<file path="config.mk">
export PLATFORM = sky130hd
export DESIGN_NAME = wb_dcache_flush_ctrl
export DESIGN_NICKNAME = d
export VERILOG_FILES = /design/src/rtl/wb_dcache_flush_ctrl.sv
export SDC_FILE = /design/constraint.sdc
export NUM_CORES = 1
export LEC_CHECK = 0
export CAP_MARGIN = 20
export CORE_MARGIN = 3
export CORE_UTILIZATION = 48
export DETAILED_ROUTE_END_ITERATION = 7
export GPL_TIMING_DRIVEN = 0
export PLACE_DENSITY = 0.82
export SLEW_MARGIN = 20
export SYNTH_ARGS = -nofsm -noshare
export SYNTH_HDL_FRONTEND = slang
export SYNTH_SLANG_ARGS = --single-unit
</file>
<file path="constraint.sdc">
create_clock -name clk_i -period 3.1 [get_ports clk_i]
set_input_delay 0.465 -clock clk_i [delete_from_list [all_inputs] [get_ports clk_i]]
set_output_delay 0.465 -clock clk_i [all_outputs]
set_load 0.005 [all_outputs]
</file>
<file path="src/rtl/wb_dcache_flush_ctrl.sv">
// ---------------------------------------------------------------------------
// wb_dcache_flush_ctrl
//
// Walks every set of a write-back data cache. For each set it reads the
// per-way valid/dirty metadata, writes back every valid+dirty line (lowest way
// first), then issues a single metadata update that clears the dirty bits of
// the lines it wrote back and, when INVALIDATE_ON_FLUSH is set, clears the
// valid bits of every line that was valid. When the last set is finished it
// pulses flush_ack_o for one cycle.
//
// Ports
//   clk_i, rst_ni            clock, asynchronous active-low reset
//   flush_i                  flush request level, looked at only while idle
//   flush_ack_o              one-cycle pulse when the whole walk is done
//   busy_o                   high whenever a walk is in progress
//   tag_req_o / tag_gnt_i    metadata read handshake for set tag_set_o;
//                            tag_valid_i/tag_dirty_i valid the cycle after grant
//   tag_set_o                set index used by read, write-back and update
//   wb_req_o / wb_ack_i      write-back handshake for line (tag_set_o, wb_way_o)
//   upd_req_o / upd_gnt_i    metadata update handshake, masks in
//                            upd_clr_dirty_o / upd_clr_valid_o
// ---------------------------------------------------------------------------
module wb_dcache_flush_ctrl #(
  parameter int unsigned NR_SETS             = 256,
  parameter int unsigned NR_WAYS             = 8,
  parameter bit          INVALIDATE_ON_FLUSH = 1'b0,
  localparam int unsigned SW = $clog2(NR_SETS),
  localparam int unsigned WW = $clog2(NR_WAYS)
) (
  input  logic               clk_i,
  input  logic               rst_ni,
  input  logic               flush_i,
  output logic               flush_ack_o,
  output logic               busy_o,
  output logic               tag_req_o,
  input  logic               tag_gnt_i,
  output logic [SW-1:0]      tag_set_o,
  input  logic [NR_WAYS-1:0] tag_valid_i,
  input  logic [NR_WAYS-1:0] tag_dirty_i,
  output logic               wb_req_o,
  output logic [WW-1:0]      wb_way_o,
  input  logic               wb_ack_i,
  output logic               upd_req_o,
  output logic [NR_WAYS-1:0] upd_clr_dirty_o,
  output logic [NR_WAYS-1:0] upd_clr_valid_o,
  input  logic               upd_gnt_i
);

  typedef enum logic [2:0] {
    S_IDLE  = 3'd0,
    S_READ  = 3'd1,
    S_CHECK = 3'd2,
    S_WB    = 3'd3,
    S_UPD   = 3'd4,
    S_NEXT  = 3'd5,
    S_DONE  = 3'd6
  } state_e;

  localparam logic [SW-1:0] LAST_SET = SW'(NR_SETS - 1);

  state_e             state_q, state_d;
  logic [SW-1:0]      set_q, set_d;
  logic [NR_WAYS-1:0] pend_q, pend_d;    // lines still waiting for write-back
  logic [NR_WAYS-1:0] dirty_q, dirty_d;  // lines written back in this set
  logic [NR_WAYS-1:0] valid_q, valid_d;  // valid snapshot taken in CHECK

  // Lowest pending way: descending scan so the lowest set bit wins.
  logic [WW-1:0]      way_sel;
  logic [NR_WAYS-1:0] way_oh;

  always_comb begin
    way_sel = '0;
    way_oh  = '0;
    for (int i = NR_WAYS - 1; i >= 0; i--) begin
      if (pend_q[i]) begin
        way_sel    = WW'(i);
        way_oh     = '0;
        way_oh[i]  = 1'b1;
      end
    end
  end

  // State register
  always_ff @(posedge clk_i or negedge rst_ni) begin
    if (!rst_ni) begin
      state_q <= S_IDLE;
      set_q   <= '0;
      pend_q  <= '0;
      dirty_q <= '0;
      valid_q <= '0;
    end else begin
      state_q <= state_d;
      set_q   <= set_d;
      pend_q  <= pend_d;
      dirty_q <= dirty_d;
      valid_q <= valid_d;
    end
  end

  // Next-state logic
  always_comb begin
    state_d = state_q;
    set_d   = set_q;
    pend_d  = pend_q;
    dirty_d = dirty_q;
    valid_d = valid_q;
    unique case (state_q)
      S_IDLE: begin
        if (flush_i) begin
          state_d = S_READ;
          set_d   = '0;
        end
      end
      S_READ: begin
        if (tag_gnt_i) state_d = S_CHECK;
      end
      S_CHECK: begin
        // Metadata for tag_set_o is presented this cycle (one after grant).
        pend_d  = tag_valid_i & tag_dirty_i;
        dirty_d = tag_valid_i & tag_dirty_i;
        valid_d = tag_valid_i;
        if ((tag_valid_i & tag_dirty_i) != '0) begin
          state_d = S_WB;
        end else if (INVALIDATE_ON_FLUSH && (tag_valid_i != '0)) begin
          state_d = S_UPD;
        end else begin
          state_d = S_NEXT;
        end
      end
      S_WB: begin
        if (wb_ack_i) begin
          pend_d = pend_q & ~way_oh;
          if (pend_d == '0) state_d = S_UPD;
        end
      end
      S_UPD: begin
        if (upd_gnt_i) state_d = S_NEXT;
      end
      S_NEXT: begin
        if (set_q == LAST_SET) begin
          set_d   = '0;
          state_d = S_DONE;
        end else begin
          set_d   = set_q + SW'(1);
          state_d = S_READ;
        end
      end
      S_DONE: begin
        state_d = S_IDLE;
      end
      default: begin
        state_d = S_IDLE;
      end
    endcase
  end

  // Outputs are Moore-style so every request is stable for the whole
  // handshake and nothing leaks out of its own state.
  always_comb begin
    tag_req_o       = 1'b0;
    wb_req_o        = 1'b0;
    wb_way_o        = '0;
    upd_req_o       = 1'b0;
    upd_clr_dirty_o = '0;
    upd_clr_valid_o = '0;
    flush_ack_o     = 1'b0;
    busy_o          = (state_q != S_IDLE);
    unique case (state_q)
      S_READ: tag_req_o = 1'b1;
      S_WB: begin
        wb_req_o = 1'b1;
        wb_way_o = way_sel;
      end
      S_UPD: begin
        upd_req_o       = 1'b1;
        upd_clr_dirty_o = dirty_q;
        upd_clr_valid_o = INVALIDATE_ON_FLUSH ? valid_q : '0;
      end
      S_DONE: flush_ack_o = 1'b1;
      default: begin
      end
    endcase
  end

  assign tag_set_o = set_q;

endmodule

</file>
==> flow_metrics.tcl <==
set metrics [dict create \
    grt_pass1_vias 1528 \
    antenna_found_initial 0 \
    ys_ff_latch 27 \
    grt_use_met1 0.2517 \
    hold_violations 0 \
    reg2reg_from "pend_q[0]$_DFFE_PN0P_" \
    slew_violations 0 \
    grt_use_met3 0.04921 \
    worstSetupStartpoint "state_q[0]$_DFFE_PN0P_" \
    fin_setup_tns_ns 0 \
    layout_common_cells "clkdlybuf4s50_1, nand2_1, dfrtp_1" \
    top_usage_layer "met2" \
    wl_um 4079 \
    antenna_cells 0 \
    grt_first_pass_wirelength_um 6803 \
    ys_types 43 \
    rsz0062_at_grt "no" \
    grt_max_degree 28 \
    min_path_type "in2async" \
    start_kind "flop" \
    pwr-share-clk 0.087 \
    seqPwrFrac 0.352 \
    status "completed" \
    cts_root_buf "clkbuf_4" \
    internal_power_mw 1.009 \
    avgSynthCellArea_um2 8.186 \
    htreeDepth 1 \
    path_class "reg2out" \
    drt_iter0_drc 87 \
    row_count 20 \
    drv_cap 0 \
    ys_seq_area_frac 0.4147 \
    relSlewSlack 0.5243 \
    core_um2 3153 \
    sw_frac_of_total 0.4300 \
    regArea_um2 675.6 \
    ant_nets 0 \
    boundaryPins 54 \
    max_freq_mhz 358.8 \
    cp-endpoint "upd_clr_dirty_o[2]" \
    holdWs_ns 0.1147 \
    reg2reg_slack_ns 1.29 \
    drive_gt1_frac 0.07843 \
    end_kind "output port" \
    power_mw 1.770 \
    synthCells 199 \
    ys.warnings.count 0 \
    synth_area_um2 1629 \
    required_ns 2.63 \
    cts_made_buffers 3 \
    clock_path_buffers 2 \
    portBuffers 45 \
    finalSetupViolCount 0 \
    p_sw_mw 0.7609 \
    cts.sinks 27 \
    worst_slack_ns 0.3131 \
    drc 0 \
    arrival_ns 2.32 \
    ir_drop_mv 0.4106 \
    tritoncts "built" \
    p_per_area_nw_per_um2 811.0 \
    fin_skew_ns 0.01259 \
    worstMarginPinSlew_ns 0.7087 \
    reg2reg_to "state_q[0]$_DFFE_PN0P_" \
    period_needed_ns 2.787 \
    reg2regPathDepth 6 \
    die_area_um2 4129 \
    fp.dieW_um 64.26 \
    finalCritPeriodShare 0.8990 \
    pre_cts_slack_ns 0.7554 \
    start_util 0.5167 \
    comb_power_share 0.561 \
    layout_commonest_cell "clkdlybuf4s50_1" \
    nFillCells 293 \
    clk_latency_ns 0.33 \
    via_per_inst 5.482 \
    multi_input_area_um2 847.1 \
    wire_per_inst_um 13.64 \
    track_usage 0.2050 \
    path_max_fanout 10 \
    dp_hpwl_um 3079 \
    cts_setup_buffers 0 \
    grtUsageMet2 0.3634 \
    firstDrtPassIters 4 \
    fin_nets 279 \
    vias 1639 \
    die_y_um 64.26 \
    clk_pin_slew_worst_paths_ns 0.15 \
    gp_congestion 0.8523 \
    cts_hold_buffers 0 \
    grt_overflow 0 \
    power_leakage_nw 1.006 \
    cts_resized 0 \
    synthToLayoutAreaGrowth_pct 33.95 \
]
## how the worst min path moves through the flow
stage,endpoint,from,cells after the start,slack (ns)
after floorplan,dirty_q[0]$_DFFE_PN0P_,rst_ni,0,0.17
after global placement,dirty_q[0]$_DFFE_PN0P_,dirty_q[0]$_DFFE_PN0P_,1,0.46
after detailed placement,dirty_q[5]$_DFFE_PN0P_,dirty_q[5]$_DFFE_PN0P_,2,0.47
after CTS,tag_set_o[7]$_DFFE_PN0P_,rst_ni,1,0.13
after global routing,tag_set_o[6]$_DFFE_PN0P_,rst_ni,1,0.15
final,tag_set_o[7]$_DFFE_PN0P_,rst_ni,1,0.11
## registers in the layout (all words and copies together), names as in the netlist
register / count
state_q: 3
dirty_q: 8
pend_q: 8
tag_set_o: 8
## cell families after synthesis
group	share of synthesized area
buffers and inverters	0.08141
XOR/XNOR	0.01075
multiplexers	0.006145
other	0.002302
AND/OR/NAND/NOR	0.2535
AO/OA/AOI/OAI	0.2174
adder cells (fa/ha/maj)	0.01382
flip-flops	0.4147
## worst max-delay path, cell delays in order, from the launching register on
cell,delay (ns)
dfrtp_1,0.46
clkbuf_1,0.24
nor2_1,0.17
clkbuf_1,0.37
and3_1,0.23
clkdlybuf4s50_1,0.51
## through the flow
stage,std cells,instance area [µm²],util
after global routing,299,2182,0.6921
after CTS,299,2182,0.6921
after global placement,295,2161,0.6853
final,299,2182,0.6921
after detailed placement,295,2156,0.6837
after floorplan,206,1655,-
## cell usage after synthesis
| library cell | count | area [µm²] |
|---|---|---|
| clkbuf_1 | 6 | 22.52 |
| and3_1 | 12 | 75.07 |
| conb_1 | 1 | 3.750 |
| nand4_1 | 3 | 18.77 |
| o32a_1 | 1 | 10.01 |
| a21o_1 | 3 | 22.52 |
| or4_1 | 3 | 22.52 |
| nor4_1 | 1 | 6.260 |
| mux2i_1 | 1 | 10.01 |
| a21oi_1 | 7 | 35.03 |
| o21bai_1 | 1 | 7.510 |
| or3_1 | 1 | 6.260 |
| o221ai_2 | 1 | 15.01 |
| o32ai_1 | 1 | 8.760 |
| nor2_1 | 17 | 63.81 |
| buf_4 | 8 | 60.06 |
| nor3_1 | 5 | 25.02 |
| o22ai_1 | 3 | 18.77 |
| o311a_1 | 1 | 10.01 |
| a22o_1 | 1 | 8.760 |
| inv_2 | 1 | 3.750 |
| nand2b_1 | 3 | 18.77 |
| xnor2_1 | 2 | 17.52 |
| nand2_4 | 1 | 11.26 |
| nand2_1 | 28 | 105.1 |
| dfrtp_1 | 27 | 675.7 |
| o21ai_2 | 1 | 8.760 |
| o311a_2 | 1 | 11.26 |
| and2_1 | 2 | 12.51 |
| buf_2 | 1 | 5.000 |
| nor2b_1 | 2 | 12.51 |
| o21ai_1 | 24 | 120.1 |
| o21a_1 | 1 | 7.510 |
| o21ai_0 | 8 | 40.04 |
| ha_1 | 1 | 12.51 |
| nand3_1 | 3 | 15.01 |
| o31ai_1 | 3 | 22.52 |
| and3b_1 | 1 | 8.760 |
| buf_6 | 1 | 11.26 |
| a22oi_1 | 1 | 7.510 |
| maj3_1 | 1 | 10.01 |
| inv_1 | 8 | 30.03 |
| or4_4 | 1 | 11.26 |
## per-layer routing
layer	vias up	wire [µm]
met2	71	2027
met5	-	0
met1	763	1772
met4	0	19
met3	2	260
li1	803	-
## cell type report
class / instances / area share
well taps: 44 / 0.02523
plain buffers: 16 / 0.04530
clock buffers: 4 / 0.01204
flip-flops and latches: 27 / 0.3096
multi-input cells: 154 / 0.3882
inverters: 9 / 0.01548
repair buffers: 45 / 0.2041
## power groups by stage
stage | logic, mW | clock network [mW] | registers [mW]
after global routing | 1.12 | 0.172 | 0.640
after global placement | 0.971 | 0 | 0.622
after CTS | 0.993 | 0.158 | 0.619
after detailed placement | 0.987 | 0 | 0.629
final | 0.993 | 0.155 | 0.622
after floorplan | 0.668 | 0 | 0.599
Note: power is estimated with default switching activity, not from simulation.
